### config.mk
export PLATFORM = sky130hd
export DESIGN_NAME = latch_load_sequencer_flat
export DESIGN_NICKNAME = d
export VERILOG_FILES = /design/src/rtl/latch_load_if.sv /design/src/rtl/latch_load_sequencer.sv /design/src/flat_wrapper.sv
export SDC_FILE = /design/constraint.sdc
export NUM_CORES = 1
export LEC_CHECK = 0
export ABC_AREA = 1
export CAP_MARGIN = 20
export CORE_MARGIN = 2
export CORE_UTILIZATION = 52
export CTS_BUF_LIST = sky130_fd_sc_hd__clkbuf_4 sky130_fd_sc_hd__clkbuf_8 sky130_fd_sc_hd__clkbuf_16
export DETAILED_ROUTE_END_ITERATION = 8
export GPL_ROUTABILITY_DRIVEN = 0
export PLACE_DENSITY = 0.93
export SLEW_MARGIN = 10
export SYNTH_ARGS = -nofsm -noshare
export SYNTH_HDL_FRONTEND = slang
export SYNTH_SLANG_ARGS = --single-unit
### constraint.sdc
create_clock -name C -period 4.7 [get_ports C]
set_clock_uncertainty 0.15 [all_clocks]
set_input_delay 0.94 -clock C [delete_from_list [all_inputs] [get_ports C]]
set_output_delay 0.94 -clock C [all_outputs]
set_load 0.005 [all_outputs]
### src/rtl/latch_load_if.sv
// Handshake and latch-drive bundle between a requester and latch_load_sequencer.
interface latch_load_if #(
    parameter int WIDTH = 4
);
    logic             WR_REQ;
    logic [WIDTH-1:0] WR_DATA;
    logic             PRE_REQ;
    logic             WR_ACK;
    logic             PRE_ACK;
    logic             BUSY;
    logic [WIDTH-1:0] LAT_D;
    logic             LAT_GN;
    logic             LAT_PRE;
    logic [WIDTH-1:0] SHADOW_Q;

    modport master (
        output WR_REQ, WR_DATA, PRE_REQ,
        input  WR_ACK, PRE_ACK, BUSY, LAT_D, LAT_GN, LAT_PRE, SHADOW_Q
    );

    modport slave (
        input  WR_REQ, WR_DATA, PRE_REQ,
        output WR_ACK, PRE_ACK, BUSY, LAT_D, LAT_GN, LAT_PRE, SHADOW_Q
    );
endinterface

### src/rtl/latch_load_sequencer.sv
// Write/preset sequencer for a bank of gate-low, async-preset transparent latches,
// with programmable setup/gate/hold/preset windows and a shadow of the latch contents.
module latch_load_sequencer #(
    parameter int WIDTH     = 4,
    parameter int SETUP_CYC = 1,
    parameter int GATE_CYC  = 2,
    parameter int HOLD_CYC  = 1,
    parameter int PRE_CYC   = 2
) (
    input  logic          C,
    input  logic          CLRN,
    latch_load_if.slave   bus
);
    localparam int MAX_SG  = (SETUP_CYC > GATE_CYC) ? SETUP_CYC : GATE_CYC;
    localparam int MAX_HP  = (HOLD_CYC > PRE_CYC) ? HOLD_CYC : PRE_CYC;
    localparam int MAX_CYC = (MAX_SG > MAX_HP) ? MAX_SG : MAX_HP;
    localparam int CNT_W   = $clog2(MAX_CYC) + 1;

    localparam logic [CNT_W-1:0] SETUP_LD = CNT_W'(SETUP_CYC - 1);
    localparam logic [CNT_W-1:0] GATE_LD  = CNT_W'(GATE_CYC - 1);
    localparam logic [CNT_W-1:0] HOLD_LD  = CNT_W'(HOLD_CYC - 1);
    localparam logic [CNT_W-1:0] PRE_LD   = CNT_W'(PRE_CYC - 1);

    typedef enum logic [2:0] {INIT, IDLE, SETUP, GATE, HOLD, PRE} state_t;

    state_t           state, state_nxt;
    logic [CNT_W-1:0] cnt, cnt_nxt;
    logic             accept_wr, gate_close, wr_done, pre_done;

    logic             wr_ack, pre_ack, busy, lat_gn, lat_pre;
    logic [WIDTH-1:0] lat_d, shadow;

    // Counter holds "cycles left minus one" and is reloaded on every state entry.
    always_comb begin
        state_nxt  = state;
        cnt_nxt    = cnt;
        accept_wr  = 1'b0;
        gate_close = 1'b0;
        wr_done    = 1'b0;
        pre_done   = 1'b0;
        case (state)
            INIT: begin
                if (cnt == '0) state_nxt = IDLE;
                else           cnt_nxt   = cnt - 1'b1;
            end
            IDLE: begin
                // The ACK cycle is a dead cycle so a held request is not re-accepted.
                if (!wr_ack && !pre_ack) begin
                    if (bus.PRE_REQ) begin
                        state_nxt = PRE;
                        cnt_nxt   = PRE_LD;
                    end else if (bus.WR_REQ) begin
                        state_nxt = SETUP;
                        cnt_nxt   = SETUP_LD;
                        accept_wr = 1'b1;
                    end
                end
            end
            SETUP: begin
                if (cnt == '0) begin
                    state_nxt = GATE;
                    cnt_nxt   = GATE_LD;
                end else begin
                    cnt_nxt = cnt - 1'b1;
                end
            end
            GATE: begin
                if (cnt == '0) begin
                    state_nxt  = HOLD;
                    cnt_nxt    = HOLD_LD;
                    gate_close = 1'b1;
                end else begin
                    cnt_nxt = cnt - 1'b1;
                end
            end
            HOLD: begin
                if (cnt == '0) begin
                    state_nxt = IDLE;
                    wr_done   = 1'b1;
                end else begin
                    cnt_nxt = cnt - 1'b1;
                end
            end
            PRE: begin
                if (cnt == '0) begin
                    state_nxt = IDLE;
                    pre_done  = 1'b1;
                end else begin
                    cnt_nxt = cnt - 1'b1;
                end
            end
            default: begin
                state_nxt = INIT;
                cnt_nxt   = PRE_LD;
            end
        endcase
    end

    // Latch drives are registered from the next state so they change cleanly on the clock.
    always_ff @(posedge C or negedge CLRN) begin
        if (!CLRN) begin
            state   <= INIT;
            cnt     <= PRE_LD;
            busy    <= 1'b1;
            lat_gn  <= 1'b1;
            lat_pre <= 1'b1;
            lat_d   <= '0;
            shadow  <= '1;
            wr_ack  <= 1'b0;
            pre_ack <= 1'b0;
        end else begin
            state   <= state_nxt;
            cnt     <= cnt_nxt;
            busy    <= (state_nxt != IDLE);
            lat_gn  <= (state_nxt != GATE);
            lat_pre <= (state_nxt == PRE) || (state_nxt == INIT);
            wr_ack  <= wr_done;
            pre_ack <= pre_done;
            if (accept_wr) lat_d <= bus.WR_DATA;
            if (gate_close)    shadow <= lat_d;
            else if (pre_done) shadow <= '1;
        end
    end

    assign bus.WR_ACK   = wr_ack;
    assign bus.PRE_ACK  = pre_ack;
    assign bus.BUSY     = busy;
    assign bus.LAT_D    = lat_d;
    assign bus.LAT_GN   = lat_gn;
    assign bus.LAT_PRE  = lat_pre;
    assign bus.SHADOW_Q = shadow;
endmodule

### src/flat_wrapper.sv
// flat-port wrapper written by rule: the top's interface ports become plain ports
module latch_load_sequencer_flat 
#(
    parameter int WIDTH     = 4,
    parameter int SETUP_CYC = 1,
    parameter int GATE_CYC  = 2,
    parameter int HOLD_CYC  = 1,
    parameter int PRE_CYC   = 2
)
  (C, CLRN, bus_WR_REQ, bus_WR_DATA, bus_PRE_REQ, bus_WR_ACK, bus_PRE_ACK, bus_BUSY, bus_LAT_D, bus_LAT_GN, bus_LAT_PRE, bus_SHADOW_Q);
  latch_load_if #(.WIDTH(WIDTH)) bus_i ();
  input  logic C;
  input  logic CLRN;
  input wire logic [$bits(bus_i.WR_REQ)-1:0] bus_WR_REQ;
  input wire logic [$bits(bus_i.WR_DATA)-1:0] bus_WR_DATA;
  input wire logic [$bits(bus_i.PRE_REQ)-1:0] bus_PRE_REQ;
  output wire logic [$bits(bus_i.WR_ACK)-1:0] bus_WR_ACK;
  output wire logic [$bits(bus_i.PRE_ACK)-1:0] bus_PRE_ACK;
  output wire logic [$bits(bus_i.BUSY)-1:0] bus_BUSY;
  output wire logic [$bits(bus_i.LAT_D)-1:0] bus_LAT_D;
  output wire logic [$bits(bus_i.LAT_GN)-1:0] bus_LAT_GN;
  output wire logic [$bits(bus_i.LAT_PRE)-1:0] bus_LAT_PRE;
  output wire logic [$bits(bus_i.SHADOW_Q)-1:0] bus_SHADOW_Q;
  assign bus_i.WR_REQ = bus_WR_REQ;
  assign bus_i.WR_DATA = bus_WR_DATA;
  assign bus_i.PRE_REQ = bus_PRE_REQ;
  assign bus_WR_ACK = bus_i.WR_ACK;
  assign bus_PRE_ACK = bus_i.PRE_ACK;
  assign bus_BUSY = bus_i.BUSY;
  assign bus_LAT_D = bus_i.LAT_D;
  assign bus_LAT_GN = bus_i.LAT_GN;
  assign bus_LAT_PRE = bus_i.LAT_PRE;
  assign bus_SHADOW_Q = bus_i.SHADOW_Q;
  latch_load_sequencer #(.WIDTH(WIDTH), .SETUP_CYC(SETUP_CYC), .GATE_CYC(GATE_CYC), .HOLD_CYC(HOLD_CYC), .PRE_CYC(PRE_CYC)) u_core (.C(C), .CLRN(CLRN), .bus(bus_i));
endmodule
; After elaboration in Yosys (flattened, before gate mapping)
; Cells that the tools add are included.
[classes]
muxes = 24
add_sub_neg = 1
n_eq_ne = 11
reduce_logical = 10
[ops]
columns = operator, n
row1 = $mux W3, 6
row2 = $mux W2, 6
row3 = $pmux W3 S4, 1
row4 = $eq A3 B3 Y1 const B, 3
row5 = $mux W1, 8
row6 = $mux W4, 2
row7 = $pmux W2 S4, 1
row8 = $eq A3 B2 Y1 const B, 2
row9 = $logic_not A3 Y1, 2
row10 = $eq A3 B1 Y1 const B, 1
row11 = $ne A3 B1 Y1 const B, 1
row12 = $ne A3 B2 Y1 const B, 1
row13 = $ne A3 B3 Y1 const B, 1
row14 = $reduce_and A3 Y1, 1
row15 = $reduce_or A3 Y1, 1
row16 = $logic_not A1 Y1, 2
row17 = $logic_not A2 Y1, 1
row18 = $ne A2 B1 Y1 const B, 1
row19 = $ne A2 B2 Y1 const B, 1
row20 = $reduce_bool A2 Y1, 1
row21 = $sub A2 B1 Y2 const B, 1
row22 = $logic_and A1 B1 Y1, 1
row23 = $logic_or A1 B1 Y1, 1
[totals]
inputBits = 8
regBits = 18
out_inout_bits = 13

; Depth between registers and ports, before layout
[depth]
depth_word = 6
ltp_mapped = 10
ltp_nobuf = 10

; Worst setup path before layout
; Ideal clock, no wire load.
[synth_timing]
path_kind = input port to flip-flop
start = input port bus_PRE_REQ
end = register u_core.lat_pre (netlist: u_core.bus.LAT_PRE)
required_time_ns = 4.474
arrival_time_ns = 1.593
n_path_buf = 0
setup_ns = 0.076
stages = 8
slack_ns = 2.881
path_cell_list = inv_1 nand2_1 nor2_4 nor2_1 nor2_1 nand2_1 nand2_1 nor2_2
[synth_between]
elab_chain_cells = 5
word_cells_on_any_way = 6
cone_classes = 1 x eq/ne / 3 x mux / 2 x reduce/logical
[synth_rtl]
columns = item, line_no
row1 = start: declaration, flat_wrapper.sv:16  ; input wire logic [$bits(bus_i.PRE_REQ)-1:0] bus_PRE_REQ;
row2 = $mux W3 (*), latch_load_sequencer.sv:49  ; if (bus.PRE_REQ) begin
row3 = $mux W3 (*), latch_load_sequencer.sv:48  ; if (!wr_ack && !pre_ack) begin
row4 = $pmux W3 S4 (*), latch_load_sequencer.sv:41  ; case (state)
row5 = $eq A3 B3 Y1 or $logic_not A3 Y1 (tied branches), latch_load_sequencer.sv:116  ; lat_pre <= (state_nxt == PRE) || (state_nxt == INIT);
row6 = $logic_or A1 B1 Y1 (*), latch_load_sequencer.sv:116
row7 = end signal: assignment, latch_load_sequencer.sv:116
row8 = end: declaration, latch_load_sequencer.sv:30  ; logic wr_ack, pre_ack, busy, lat_gn, lat_pre;
; Mark *: on every way between the ends. The rest lies on a longest branch, timed or not.
; A chain may end at the register's enable or synchronous reset.

; Worst setup path after layout
[layout_timing]
start = register u_core.shadow[2] (netlist: u_core.bus.SHADOW_Q[2])
end = output port bus_SHADOW_Q[2]
[layout_lines]
columns = item, line_no
row1 = start: declaration, latch_load_sequencer.sv:31  ; logic [WIDTH-1:0] lat_d, shadow;
row2 = start signal: assignment, latch_load_sequencer.sv:120  ; if (gate_close) shadow <= lat_d;
row3 = end: declaration, flat_wrapper.sv:23  ; output wire logic [$bits(bus_i.SHADOW_Q)-1:0] bus_SHADOW_Q;
; No word-level cell between the ends.

==> results by group <==
Run status
  • Status: finished clean

Critical path
  • Critical Path, Cell by Cell: clkdlybuf4s50_1
  • Crit path kind: reg -> out
  • Critical Path Start Type: register
  • Crit-path max FO: 2
  • Family with the most delay on the worst path: flip-flops
  • Worst Path Buf+Inv: 1
  • Number of cells on the critical path: 1
  • Worst Reg-to-Reg Cells: 10
  • Critical Path Max Stage Delay: 0.55 ns
  • CP Capture Type: output port
  • Crit path DAT: 1.34 ns
  • Critical Path RT: 3.61 ns
  • Slowest cell on the critical path: dfstp_2

Power
  • Pint: 0.000479 W
  • Sequential power share: 0.379
  • Power Dens Cells: 695 nW/µm²
  • Max IR drop VDD: 352 µV
  • Sw frac: 0.408
  • Combinational power share: 0.502
  • Net Sw Power: 0.000330 W
  • Clk pwr share: 0.119
  • Leakage: 0.583 nW

Place
  • Post-DP HPWL: 1.48 mm
  • Port Buf Inserts: 20

Synthesis
  • Cells after synthesis: 105
  • Largest family of logic cells by synthesized area: simple AND/OR/NAND/NOR gates
  • Synth Warn #: 0
  • Cell Area, Synth: 913 µm²
  • Sequential fraction of the synthesis area: 0.504
  • Synth Area per Inst: 8.70 µm²
  • Multiplexer area fraction after synthesis: 0
  • Post-synthesis compound-gate area fraction: 0.0589
  • Xor and xnor area share after synthesis: 0
  • Adder-Cell Fraction of Synth Area: 0.0411
  • Post-Synth Simple-Gate Area: 0.334
  • Post-Syn Nets: 116
  • Synth cell types: 21
  • #FFs+latches synth: 18

Flow run
  • Max-capacitance violation count: 0

CTS
  • Post-CTS Hold Buffers: 0
  • Clock root buffer: clkbuf_4
  • Post-CTS Setup Bufs: 0
  • CTS H-tree depth: 1
  • CTS tree: yes
  • Clk slew on worst S/H paths: 0.11 ns
  • Num CTS Buffers: 3
  • Skew-Pair Late Insertion Delay: 0.30 ns
  • CTS resizes: 0
  • Sink Count: 18
  • CTS Buffer Depth: 2

Cells and area
  • Layout cells sized above 1: 0.172
  • Fin nets: 140
  • Post-layout util: 0.689
  • Number of diodes: 0
  • Area grow syn2layout: 27.4%

Die
  • Io pins: 21
  • Die width: 45.9 µm
  • Initial Utilization: 0.541
  • Area of the die: 2110 µm²
  • Die height: 45.9 µm
  • Site Rows: 15
  • Core ar.: 1690 µm²

STA
  • Setup TNS: 0 ns
  • Final hold viol count: 0
  • Slew Limit Headroom: 0.484
  • Worst slew pin tran: 0.772 ns
  • Max-slew violations: 0
  • Min Tclk post-route: 2.43 ns
  • RSZ-0062 raised after global routing: false
  • Endpoints failing setup: 0
  • Final Cycle Share: 0.516
  • Fmax: 412 MHz

Hold path
  • Hold Path Depth: 2
  • Hold WC Path Type: reg -> reg

Detailed routing
  • Vias: 752
  • Post-route ant nets: 0
  • Post-DR vias/cell: 5.19
  • Initial DRC count: 8
  • Drc violations: 0
  • DR pass1 iterations: 4
  • Routed wire length: 1.87 mm
  • Mean routed wirelength per cell: 12.9 µm

Global route
  • Vias in the first global route: 823
  • Largest net degree at the start of global routing: 19
  • Gr usage total: 0.224
  • GRT overflow: 0
  • Initial antenna violation count: 0
  • First-pass GRT wire length: 3.35 mm
sequential cells by signal, indices dropped and copies added (netlist names):
register             cells
u_core.bus.PRE_ACK       1
u_core.bus.LAT_D         4
u_core.bus.SHADOW_Q      4
u_core.bus.LAT_PRE       1
u_core.state             3
u_core.bus.WR_ACK        1
u_core.cnt               2
u_core.bus.BUSY          1
u_core.bus.LAT_GN        1
worst min-delay path, cell delays in order (launching register included):
cell	delay [ns]
dfstp_2	0.40
nand2_1	0.06
nand2_1	0.05
Yosys cell counts (all sizes together):
| cell | instances | area, µm² |
|---|---|---|
| nor3 | 1 | 5.00 |
| nand2 | 38 | 160 |
| o22a | 4 | 35.0 |
| inv | 13 | 48.8 |
| ha | 3 | 37.5 |
| dfrtp | 10 | 250 |
| nor2 | 13 | 77.6 |
| nor4 | 1 | 6.26 |
| buf | 1 | 7.51 |
| nand4 | 1 | 6.26 |
| nand3 | 9 | 50.1 |
| dfstp | 8 | 210 |
| o21ai | 3 | 18.8 |
metrics by stage:
stage | cells | setup WS [ns] | hold WS [ns] | instance area [µm²] | total power [W]
after global routing | 145 | 2.23 | 0.355 | 1160 | 0.000881
final | 145 | 2.27 | 0.344 | 1160 | 0.000809
after detailed placement | 141 | 2.26 | 0.334 | 1130 | 0.000716
after floorplan | 105 | 2.88 | 0.306 | 913 | 0.000561
after CTS | 145 | 2.27 | 0.348 | 1160 | 0.000816
after global placement | 141 | 2.36 | 0.317 | 1130 | 0.000697
power by group through the flow:
stage	sequential, W	clock (W)	combinational (W)
6_report	0.000307	0.0000964	0.000406
5_1_grt	0.000317	0.000104	0.000461
4_1_cts	0.000308	0.0000962	0.000412
3_5_place_dp	0.000309	0	0.000406
3_3_place_gp	0.000308	0	0.000389
2_1_floorplan	0.000294	0	0.000267
worst paths after layout:
path	startpoint	to	slack, ns
worst min-delay path	u_core.cnt[0]	u_core.cnt[0]	0.34
max in group asynchronous	CLRN	u_core.state[2]	2.98
min in group asynchronous	CLRN	u_core.bus.WR_ACK	0.93
worst min register to register	u_core.cnt[0]	u_core.cnt[0]	0.34
worst max register to register	u_core.cnt[0]	u_core.bus.LAT_PRE	2.84
worst max-delay path	u_core.bus.SHADOW_Q[2]	bus_SHADOW_Q[2]	2.27
cell usage in the layout (no fill, tap or decap):
master            n
clkdlybuf4s50_1  20
nor2_4            1
dfrtp_1          10
nand3_2           1
nand2_2           1
nor2_1            9
clkbuf_4          3
nand4_1           1
nor3_1            1
nor4_1            1
o22a_1            4
o21ai_0           2
nand2_1          35
nand3_1           8
ha_1              3
nor2_8            1
inv_1            12
nand2_4           2
clkbuf_8          1
dfstp_2           8
inv_2             1
nor2_2            2
o21ai_2           1
area by class of cell:
cell class / count / area (µm²)
fillers: 139 / 526
multi-input cells: 73 / 397
clock buffers: 4 / 36.3
well taps: 17 / 21.3
inverters: 13 / 48.8
repair buffers: 20 / 200
flip-flops and latches: 18 / 460
metal layers:
metal / vias to the layer above / global-route usage / wire (µm)
li1: 376 / - / -
met2: 29 / 0.408 / 954
met3: 12 / 0.0278 / 76
met1: 335 / 0.246 / 771
met5: - / 0 / 0
met4: 0 / 0.120 / 67
cell families after synthesis:
family                     Yosys count
and+or+nand+nor                     63
DFF                                 18
buffers and inverters               14
AOI/OAI and AO/OA                    7
adders and majority gates            3
Power figures use the tool's default switching activity.
